$ cat src/rtl/bpsk_pkg.sv
// Shared types and constants for the BPSK receive path.
package bpsk_pkg;

    typedef enum logic {
        SIPO_HUNT   = 1'b0,
        SIPO_LOCKED = 1'b1
    } sipo_state_t;

    localparam logic [31:0] SIPO_SYNC_DEFAULT = 32'hD391_D391;

endpackage

$ cat src/rtl/sipo_sync_detector.sv
// Serial shift register with fill tracking and sync-word comparison.
module sipo_sync_detector
    import bpsk_pkg::*;
#(
    parameter int unsigned       WIDTH     = 32,
    parameter logic [WIDTH-1:0]  SYNC_WORD = WIDTH'(SIPO_SYNC_DEFAULT)
) (
    input  logic             clk,
    input  logic             reset,
    input  logic             shift,
    input  logic             clear,
    input  logic             serial_signal,
    output logic [WIDTH-1:0] sr_next,
    output logic             match
);

    localparam int unsigned CW = $clog2(WIDTH + 1);

    logic [WIDTH-1:0] sr;
    logic [CW-1:0]    fill_cnt;

    assign sr_next = {sr[WIDTH-2:0], serial_signal};

    // Only a window made entirely of received bits may match, so reset zeros never do.
    assign match = (fill_cnt >= CW'(WIDTH - 1)) && (sr_next == SYNC_WORD);

    always_ff @(posedge clk or posedge reset) begin
        if (reset) begin
            sr       <= '0;
            fill_cnt <= '0;
        end else begin
            if (shift) begin
                sr <= sr_next;
            end
            if (clear) begin
                fill_cnt <= '0;
            end else if (shift && (fill_cnt != CW'(WIDTH))) begin
                fill_cnt <= fill_cnt + 1'b1;
            end
        end
    end

endmodule

$ cat src/rtl/sipo_buffer.sv
// Serial-to-parallel receiver: sync hunt, word assembly and valid/ready holding register.
module sipo_buffer
    import bpsk_pkg::*;
#(
    parameter int unsigned       WIDTH       = 32,
    parameter logic [WIDTH-1:0]  SYNC_WORD   = WIDTH'(SIPO_SYNC_DEFAULT),
    parameter int unsigned       USE_SYNC    = 1,
    parameter int unsigned       FRAME_WORDS = 0
) (
    input  logic             clk,
    input  logic             reset,
    input  logic             active,
    input  logic             serial_signal,
    input  logic             resync,
    input  logic             ready,
    output logic [WIDTH-1:0] parallel,
    output logic             valid,
    output logic             locked,
    output logic             overrun
);

    localparam int unsigned CW = $clog2(WIDTH + 1);
    localparam int unsigned FW = (FRAME_WORDS > 0) ? $clog2(FRAME_WORDS + 1) : 1;
    localparam sipo_state_t INIT_STATE = (USE_SYNC != 0) ? SIPO_HUNT : SIPO_LOCKED;

    sipo_state_t      state;
    logic [CW-1:0]    bit_cnt;
    logic [FW-1:0]    word_cnt;
    logic [WIDTH-1:0] sr_next;
    logic             match;

    logic shift_c;
    logic word_done_c;
    logic frame_end_c;
    logic accept_c;

    // resync outranks the bit strobe, so nothing shifts or completes on that cycle.
    assign shift_c     = active && !resync;
    assign word_done_c = shift_c && (state == SIPO_LOCKED) && (bit_cnt == CW'(WIDTH - 1));
    assign frame_end_c = word_done_c && (FRAME_WORDS != 0) && (word_cnt == FW'(FRAME_WORDS - 1));
    assign accept_c    = valid && ready;
    assign locked      = (state == SIPO_LOCKED);

    sipo_sync_detector #(
        .WIDTH     (WIDTH),
        .SYNC_WORD (SYNC_WORD)
    ) u_sync (
        .clk           (clk),
        .reset         (reset),
        .shift         (shift_c),
        .clear         (resync || frame_end_c),
        .serial_signal (serial_signal),
        .sr_next       (sr_next),
        .match         (match)
    );

    // Lock FSM, bit/word counters and output holding register.
    always_ff @(posedge clk or posedge reset) begin
        if (reset) begin
            state    <= INIT_STATE;
            bit_cnt  <= '0;
            word_cnt <= '0;
            parallel <= '0;
            valid    <= 1'b0;
            overrun  <= 1'b0;
        end else begin
            if (accept_c) begin
                valid <= 1'b0;
            end
            if (resync) begin
                state    <= INIT_STATE;
                bit_cnt  <= '0;
                word_cnt <= '0;
                overrun  <= 1'b0;
            end else if (active) begin
                case (state)
                    SIPO_HUNT: begin
                        if (match) begin
                            state    <= SIPO_LOCKED;
                            bit_cnt  <= '0;
                            word_cnt <= '0;
                        end
                    end
                    SIPO_LOCKED: begin
                        if (word_done_c) begin
                            bit_cnt <= '0;
                            // A full holding register that is not draining this cycle drops the new word.
                            if (!valid || accept_c) begin
                                parallel <= sr_next;
                                valid    <= 1'b1;
                            end else begin
                                overrun <= 1'b1;
                            end
                            if (frame_end_c) begin
                                state    <= SIPO_HUNT;
                                word_cnt <= '0;
                            end else begin
                                word_cnt <= word_cnt + 1'b1;
                            end
                        end else begin
                            bit_cnt <= bit_cnt + 1'b1;
                        end
                    end
                    default: state <= INIT_STATE;
                endcase
            end
        end
    end

endmodule

$ cat config.mk
export PLATFORM = sky130hd
export DESIGN_NAME = sipo_buffer
export DESIGN_NICKNAME = d
export VERILOG_FILES = /design/src/rtl/bpsk_pkg.sv /design/src/rtl/sipo_sync_detector.sv /design/src/rtl/sipo_buffer.sv
export SDC_FILE = /design/constraint.sdc
export NUM_CORES = 1
export LEC_CHECK = 0
export CELL_PAD_IN_SITES_DETAIL_PLACEMENT = 1
export CELL_PAD_IN_SITES_GLOBAL_PLACEMENT = 2
export CORE_MARGIN = 2
export CORE_UTILIZATION = 40
export CTS_BUF_LIST = sky130_fd_sc_hd__clkbuf_4
export DETAILED_ROUTE_END_ITERATION = 10
export MAX_ROUTING_LAYER = met4
export PLACE_DENSITY_LB_ADDON = 0.1
export SLEW_MARGIN = 10
export SYNTH_ARGS = -nofsm -noshare
export SYNTH_HDL_FRONTEND = slang
export SYNTH_HIERARCHICAL = 1
export SYNTH_SLANG_ARGS = --single-unit
$ cat constraint.sdc
create_clock -name clk -period 2 [get_ports clk]
set_input_delay 0.3 -clock clk [delete_from_list [all_inputs] [get_ports clk]]
set_output_delay 0.3 -clock clk [all_outputs]
set_load 0.02 [all_outputs]
==> results of run 1 <==
## registers in the layout (all words and copies together), names as in the netlist
register / count
u_sync/sr: 31
parallel: 32
u_sync/fill_cnt: 6
overrun: 1
bit_cnt: 6
valid: 1
locked: 1
## timing repair
action,CTS,global route
buffers inserted,0,2
resized for setup,5,1
pin swaps,4,5
cloned,0,1
endpoints found under the setup margin,6,37
## area by class of cell
| class | instances | share of cell area |
|---|---|---|
| sequential | 78 | 0.449 |
| multi-input combinational | 140 | 0.299 |
| timing repair buffer | 86 | 0.181 |
| tap | 105 | 0.0302 |
| clock buffer | 10 | 0.0173 |
| clock inverter | 6 | 0.0161 |
| inverter | 8 | 0.00691 |
## metal layers
layer | GRT usage | part of all wire | vias to the layer above
li1 | - | - | 1034
met1 | 0.248 | 0.50 | 1144
met3 | 0.0379 | 0.026 | 8
met4 | 0.0652 | 0.0092 | 0
met5 | - | 0 | -
met2 | 0.251 | 0.46 | 38
## cells by family after synthesis
kind of cell | after synthesis | share of synthesized area
and+or+nand+nor | 49 | 0.0996
AOI/OAI and AO/OA | 19 | 0.0415
muxes | 66 | 0.223
adders and majority gates | 3 | 0.0113
DFF | 78 | 0.588
buffers and inverters | 16 | 0.0283
xor gates and xnor gates | 3 | 0.00792
## worst min-delay path, delay by kind of cell
kind,cells,cell delay [ps]
buffers and inverters,3,880
## power by group
part / switching [mW] / total (mW) / internal [mW] / leakage (nW)
sequential: 0.100 / 1.82 / 1.72 / 1.06
clock: 0.583 / 0.983 / 0.401 / 0.0692
combinational: 0.189 / 0.481 / 0.293 / 0.923
total: 0.871 / 3.29 / 2.42 / 2.06
## worst max-delay path by stage
stage                     depth (start not counted)           from           end  slack [ps]
final                                             8  u_sync/sr[25]    bit_cnt[4]          90
after global routing                              8  u_sync/sr[25]    bit_cnt[4]         -30
after CTS                                         8  u_sync/sr[26]    bit_cnt[4]          -8
after detailed placement                          8  serial_signal    bit_cnt[4]        -310
after global placement                            8  serial_signal    bit_cnt[4]        -230
after floorplan                                   5     bit_cnt[0]  parallel[14]         150
## layout by cell type, fill, tap and decap left out, types with 2 or more instances in the layout
cell             count
xor2_1               2
dfrtp_1             78
clkbuf_4            10
nand2b_1             3
nand4_1              5
nand2_1              7
mux2_1               5
inv_1                8
a22o_1               2
a41oi_1              2
clkdlybuf4s50_1     40
and4b_1              3
nor2_1               8
a21oi_1              4
mux2_2              59
buf_4               43
o21ai_0              3
clkinvlp_4           3
and4bb_2             2
or3_1                2
mux2i_1              2
buf_12               2
ha_1                 3
nand3b_1             2
nand3_1              4
==> metrics.md, run 1 <==
| Metric | Value |
|---|---|
| Unrepaired setup endpoints after global routing | true |
| HPWL Detailed | 4780 um |
| Worst-Margin Slew | 551 ps |
| Max Cap Viol | 0 |
| Flop2flop setup slack | 90 ps |
| Antenna-violating nets left | 0 |
| Placer Congestion | 0.762 |
| Synthesized area | 0.00332 mm^2 |
| Hold_buf cts | 0 |
| Vias in the first global route | 2,299 |
| Largest net degree at the start of global routing | 42 |
| CTS clock-pin slew for the worst setup and hold paths | 140 ps |
| Design Area, Final | 0.00435 mm^2 |
| F_max | 0.524 GHz |
| Mean post-synth cell area | 14.2 um^2 |
| Total congestion overflow | 0 |
| Slew Limit Fails | 0 |
| Synth unique cells | 42 |
| Fillers | 848 |
| Clock skew | 22.4 ps |
| ANT cells | 0 |
| DIE WIDTH | 95.1 um |
| Final wirelength | 7210 um |
| Register Area | 0.00195 mm^2 |
| CTS tree | built |
| # rows | 33 |
| Lkg Pwr | 2.06 nW |
| Core area | 0.00813 mm^2 |
| Non-filler cells in the finished layout | 433 |
| Clk sinks | 78 |
| Post-synthesis net count | 243 |
| Inst Count DP | 414 |
| Final-report hold violation count | 0 |
| Final period utilization | 0.954 |
| Clock latency on the worst-skew pair | 430 ps |
| Via count | 2,224 |
| Synth area leaders | dfrtp_1, mux2_2, mux2_1 |
| WP data arrival | 2230 ps |
| Fin Hold WS | 296 ps |
| Post-synth top cells | dfrtp_1, mux2_2, inv_1, nor2_1, nand2_1 |
| DIE AREA | 0.00904 mm^2 |
| Crit-path max FO | 4 |
| Clock Path Buffers | 2 |
| Setup tns final | 0 ps |
| Post-synth EDFFs | 0 |
| Worst R2R Path Depth | 8 |
| Drt drc | 0 |
| Multi-input combinational cell area | 0.00130 mm^2 |
| Final setup margin | 91.7 ps |
| Slowest stage delay, CP | 420 ps |
| Critical path capture point type | flip-flop |
| Drt pass-1 iters | 4 |
| Post-synthesis sequential area ratio | 0.588 |
| Post-route minimum period | 1910 ps |
| Vias/cell | 5.14 |
| Warnings, synthesis | 6 |
| P per Cell Area | 756 mW/mm^2 |
| Die Ht | 95.1 um |
| Reg-to-Reg Start | u_sync/sr[25] |
| Most frequent cell after synthesis | dfrtp_1 |
| Yosys top cell by area | dfrtp_1 |
| R2r endpoint | bit_cnt[4] |
| Crit path max-delay family | simple AND/OR/NAND/NOR gates |
| Finish-stage setup viols | 0 |
| Critical Path RT | 2320 ps |
| Worst path slowest cell | dfrtp_1 |
| Setup Slack @ Placement | -312 ps |
| Peak VDD IR | 0.000400 V |
| Htree depth | 3 |
| CP Buf/Inv Count | 2 |
| Nets | 332 |
| Placed inst area | 0.00414 mm^2 |
| Syn Inst Count | 234 |
| Fin util | 0.535 |
| Tot GR Track Use | 0.176 |
| CTS buffer count | 9 |
| Crit start category | flip-flop |
| Synth async-reset ratio | 1.00 |
| Initial core utilization | 0.408 |
| Detailed Route Iter0 Violations | 47 |
| Most used DFF post-synth | dfrtp_1 |
| Yosys top cell area share | 0.588 |
| Status | finished, final reports clean |
| Root Buffer | clkbuf_4 |
| Slew HR | 0.633 |
| Share of layout cells above drive strength 1 | 0.402 |
| I/O pin total | 41 |
| First-pass GRT wire length | 11,700 um |
| Port bufs | 40 |
| Hold Path Class | in2async |
| Number of synthesized register bits | 78 |
| Power Total | 3.29 mW |
| Crit-path cells | nor4b_2 > buf_4 > nand4_1 > nor4_2 > buf_4 > o21ai_4 > and2_4 > a22o_1 |
| Synthesis-to-layout area growth | 31.0% |
| Routed len/inst | 16.6 um |
| Initial antenna violation count | 0 |
| Crit Path Category | reg2reg |
| Most common cell on crit path | buf_4 |
(Power assumes the default switching activity.)
==> inputs of run 2 (changes only) <==
--- a/config.mk
+++ b/config.mk
@@ -5,6 +5,7 @@
 export SDC_FILE = /design/constraint.sdc
 export NUM_CORES = 1
 export LEC_CHECK = 0
+export CAP_MARGIN = 10
 export CELL_PAD_IN_SITES_DETAIL_PLACEMENT = 1
 export CELL_PAD_IN_SITES_GLOBAL_PLACEMENT = 2
 export CORE_MARGIN = 2
==> results of run 2 <==
The final DEF is identical to that of run 1; final timing and power are the same.
==> inputs of run 3 (changes only) <==
--- a/config.mk
+++ b/config.mk
@@ -5,10 +5,10 @@
 export SDC_FILE = /design/constraint.sdc
 export NUM_CORES = 1
 export LEC_CHECK = 0
+export ABC_AREA = 0
 export CAP_MARGIN = 10
 export CELL_PAD_IN_SITES_DETAIL_PLACEMENT = 1
 export CELL_PAD_IN_SITES_GLOBAL_PLACEMENT = 2
-export CORE_MARGIN = 2
 export CORE_UTILIZATION = 40
 export CTS_BUF_LIST = sky130_fd_sc_hd__clkbuf_4
 export DETAILED_ROUTE_END_ITERATION = 10
==> metrics.md, run 3 (synthesis gave the netlist of run 1 again) <==
| Metric | Value |
|---|---|
| Clock Path Buffers | 2 (unchanged) |
| Worst R2R Path Depth | 7 (-1) |
| CTS buffer count | 9 (unchanged) |
| Final wirelength | 7180 um (-0.33%) |
| Sw Share | 0.278 (+0.0131) |
| P_int | 2.26 mW (-6.4%) |
| Core area | 0.00789 mm^2 (-3.0%) |
| Critical Path RT | 2320 ps (about the same) |
| Largest net degree at the start of global routing | 42 (unchanged) |
| Most common cell after layout, fill and taps aside | dfrtp_1 |
| Vias/cell | 5.20 (+1.2%) |
| Reg with most FFs | parallel |
| Reg-to-Reg Start | u_sync/sr[2] |
| Vias in the first global route | 2,458 (+6.9%) |
| Crit-path max FO | 4 (unchanged) |
| Via count | 2,219 (-0.22%) |
| Placer Congestion | 0.781 (+2.5%) |
| First-pass GRT wire length | 12,500 um (+7.1%) |
| R2r endpoint | bit_cnt[4] |
| Peak VDD IR | 0.000415 V (+3.7%) |
| Clock latency on the worst-skew pair | 420 ps (about the same) |
| Critical path capture point type | flip-flop |
| DIE WIDTH | 93.1 um (-2.1%) |
| Most frequent cells in the layout | dfrtp_1, mux2_2, buf_4, clkdlybuf4s50_1, clkbuf_4 |
| Unrepaired setup endpoints after global routing | true |
| Final period utilization | 0.933 (-0.0209) |
| Share of layout cells above drive strength 1 | 0.403 (+0.000638) |
| Post-route minimum period | 1870 ps (-41.7 ps) |
| DRT met1 WL | 3500 um (-2.9%) |
| Met2 routed wirelength | 3400 um (+1.3%) |
| Setup tns final | 0 ps (unchanged) |
| Root Buffer | clkbuf_4 |
| Clk sinks | 78 (unchanged) |
| F_max | 0.536 GHz (+2.2%) |
| Crit start category | flip-flop |
| Slew HR | 0.632 (-0.00120) |
| Synthesis-to-layout area growth | 29.4% |
| Psw | 871 uW (about the same) |
| Drt drc | 0 (unchanged) |
| Initial core utilization | 0.421 (+0.0127) |
| Flop pwr share | 0.585 (+0.030) |
| Regs by FF count | parallel x32, u_sync/sr x31 |
| Detailed Route Iter0 Violations | 54 (+15%) |
| DIE AREA | 0.00866 mm^2 (-4.2%) |
| Die Ht | 93.1 um (-2.1%) |
| Clock share of power | 0.260 (-0.039) |
| Hold Path Class | in2async |
| Htree depth | 3 (unchanged) |
| CTS tree | built |
| Gate power share | 0.156 (+0.010) |
| Crit Path Category | reg2reg |
| Design Area, Final | 0.00430 mm^2 (-1.2%) |
| Detail Route met3 WL | 163 um (-14%) |
| Total congestion overflow | 0 (unchanged) |
| Routed len/inst | 16.8 um (+1.1%) |
| Flop2flop setup slack | 130 ps (+40 ps) |
| Status | finished, final reports clean |
| Finish-stage setup viols | 0 (unchanged) |
| Slew Limit Fails | 0 (unchanged) |
| Top sig layer | met4 |
| Max reg flops | 32 (unchanged) |
| Hold_buf cts | 0 (unchanged) |
| Lkg Pwr | 2.04 nW (-0.99%) |
| Final-report hold violation count | 0 (unchanged) |
| CTS clock-pin slew for the worst setup and hold paths | 130 ps (about the same) |
| Nets | 330 (-0.60%) |
| I/O pin total | 41 (unchanged) |
| ANT cells | 0 (unchanged) |
| Drt pass-1 iters | 4 (unchanged) |
| WP data arrival | 2190 ps (-40 ps) |
| # rows | 32 (-3.0%) |
| Port bufs | 40 (unchanged) |
| Placed inst area | 0.00414 mm^2 (about the same) |
| Clock skew | 15.9 ps (-6.55 ps) |
| Worst-Margin Slew | 552 ps (+1.80 ps) |
| HPWL Detailed | 4970 um (+4.1%) |
| P per Cell Area | 730 mW/mm^2 (-3.5%) |
| Max Cap Viol | 0 (unchanged) |
| Tot GR Track Use | 0.194 (+0.0183) |
| Antenna-violating nets left | 0 (unchanged) |
| Initial antenna violation count | 0 (unchanged) |
## run 3: changes by cell type in the layout (fill, tap and decap cells not counted)
cell / delta
buf_4: -1
bufinv_16: -1
clkbuf_16: -1
clkbuf_4: -1
clkinv_2: +3
clkinv_4: +1
clkinvlp_4: -2
inv_6: -1
nor4b_1: -1
nor4b_4: +1
nor4bb_1: -1
nor4bb_2: +1
o21ai_0: -1
o21ai_1: +1
## run 3: worst max-delay path by stage
| stage | depth (start not counted) | slack (ps) | end | startpoint |
|---|---|---|---|---|
| after floorplan | 5 | 150 | parallel[14] | bit_cnt[0] |
| after global placement | 8 | -320 | bit_cnt[4] | serial_signal |
| after detailed placement | 8 | -360 | bit_cnt[4] | serial_signal |
| after CTS | 7 | 40 | bit_cnt[4] | u_sync/sr[4] |
| after global routing | 7 | -2 | bit_cnt[4] | u_sync/sr[20] |
| final | 7 | 130 | bit_cnt[4] | u_sync/sr[2] |
## run 3: power groups by stage
| stage | sequential, mW | combinational, mW | clock [mW] |
|---|---|---|---|
| 2_1_floorplan | 1.84 | 0.217 | 0 |
| 3_3_place_gp | 1.85 | 0.471 | 0 |
| 3_5_place_dp | 1.86 | 0.494 | 0 |
| 4_1_cts | 1.83 | 0.495 | 0.847 |
| 5_1_grt | 1.85 | 0.543 | 0.902 |
| 6_report | 1.83 | 0.488 | 0.814 |
## run 3: area by class of cell
| cell class | instances | area [um^2] |
|---|---|---|
| clock buffers | 9 | 67.6 |
| clock inverters | 6 | 40.0 |
| fillers | 813 | 3590 |
| inverters | 8 | 30.0 |
| multi-input cells | 140 | 1320 |
| flip-flops and latches | 78 | 1950 |
| well taps | 102 | 128 |
| repair buffers | 84 | 756 |
## run 3: timing repair
action                     in CTS  in global routing
buffers inserted                0                  0
pin swaps                       0                  5
gates resized for setup         4                  6
setup endpoints to repair       6                  6
## run 3: metal layers
metal / up-vias / track usage
met5: - / -
met4: 0 / 0.0769
met3: 12 / 0.0341
met2: 39 / 0.287
met1: 1141 / 0.267
li1: 1027 / -
## run 3: stage by stage
step	worst slack (ps)	hold slack [ps]	instances	power (mW)	utilization
floorplan	149	363	234	2.06	-
global placement	-321	467	412	2.32	0.525
detailed placement	-358	479	412	2.35	0.525
CTS	35.6	303	427	3.17	0.541
global route	-1.98	360	427	3.30	0.545
finish	133	312	427	3.13	0.545
## run 3: critical path: stages (launching register included)
cell and delay, ps:
dfrtp_1 440, nor4bb_2 310, nand4_1 160, nor4_2 290, buf_4 170, o21ai_4 60
and2_4 140, a22o_1 200
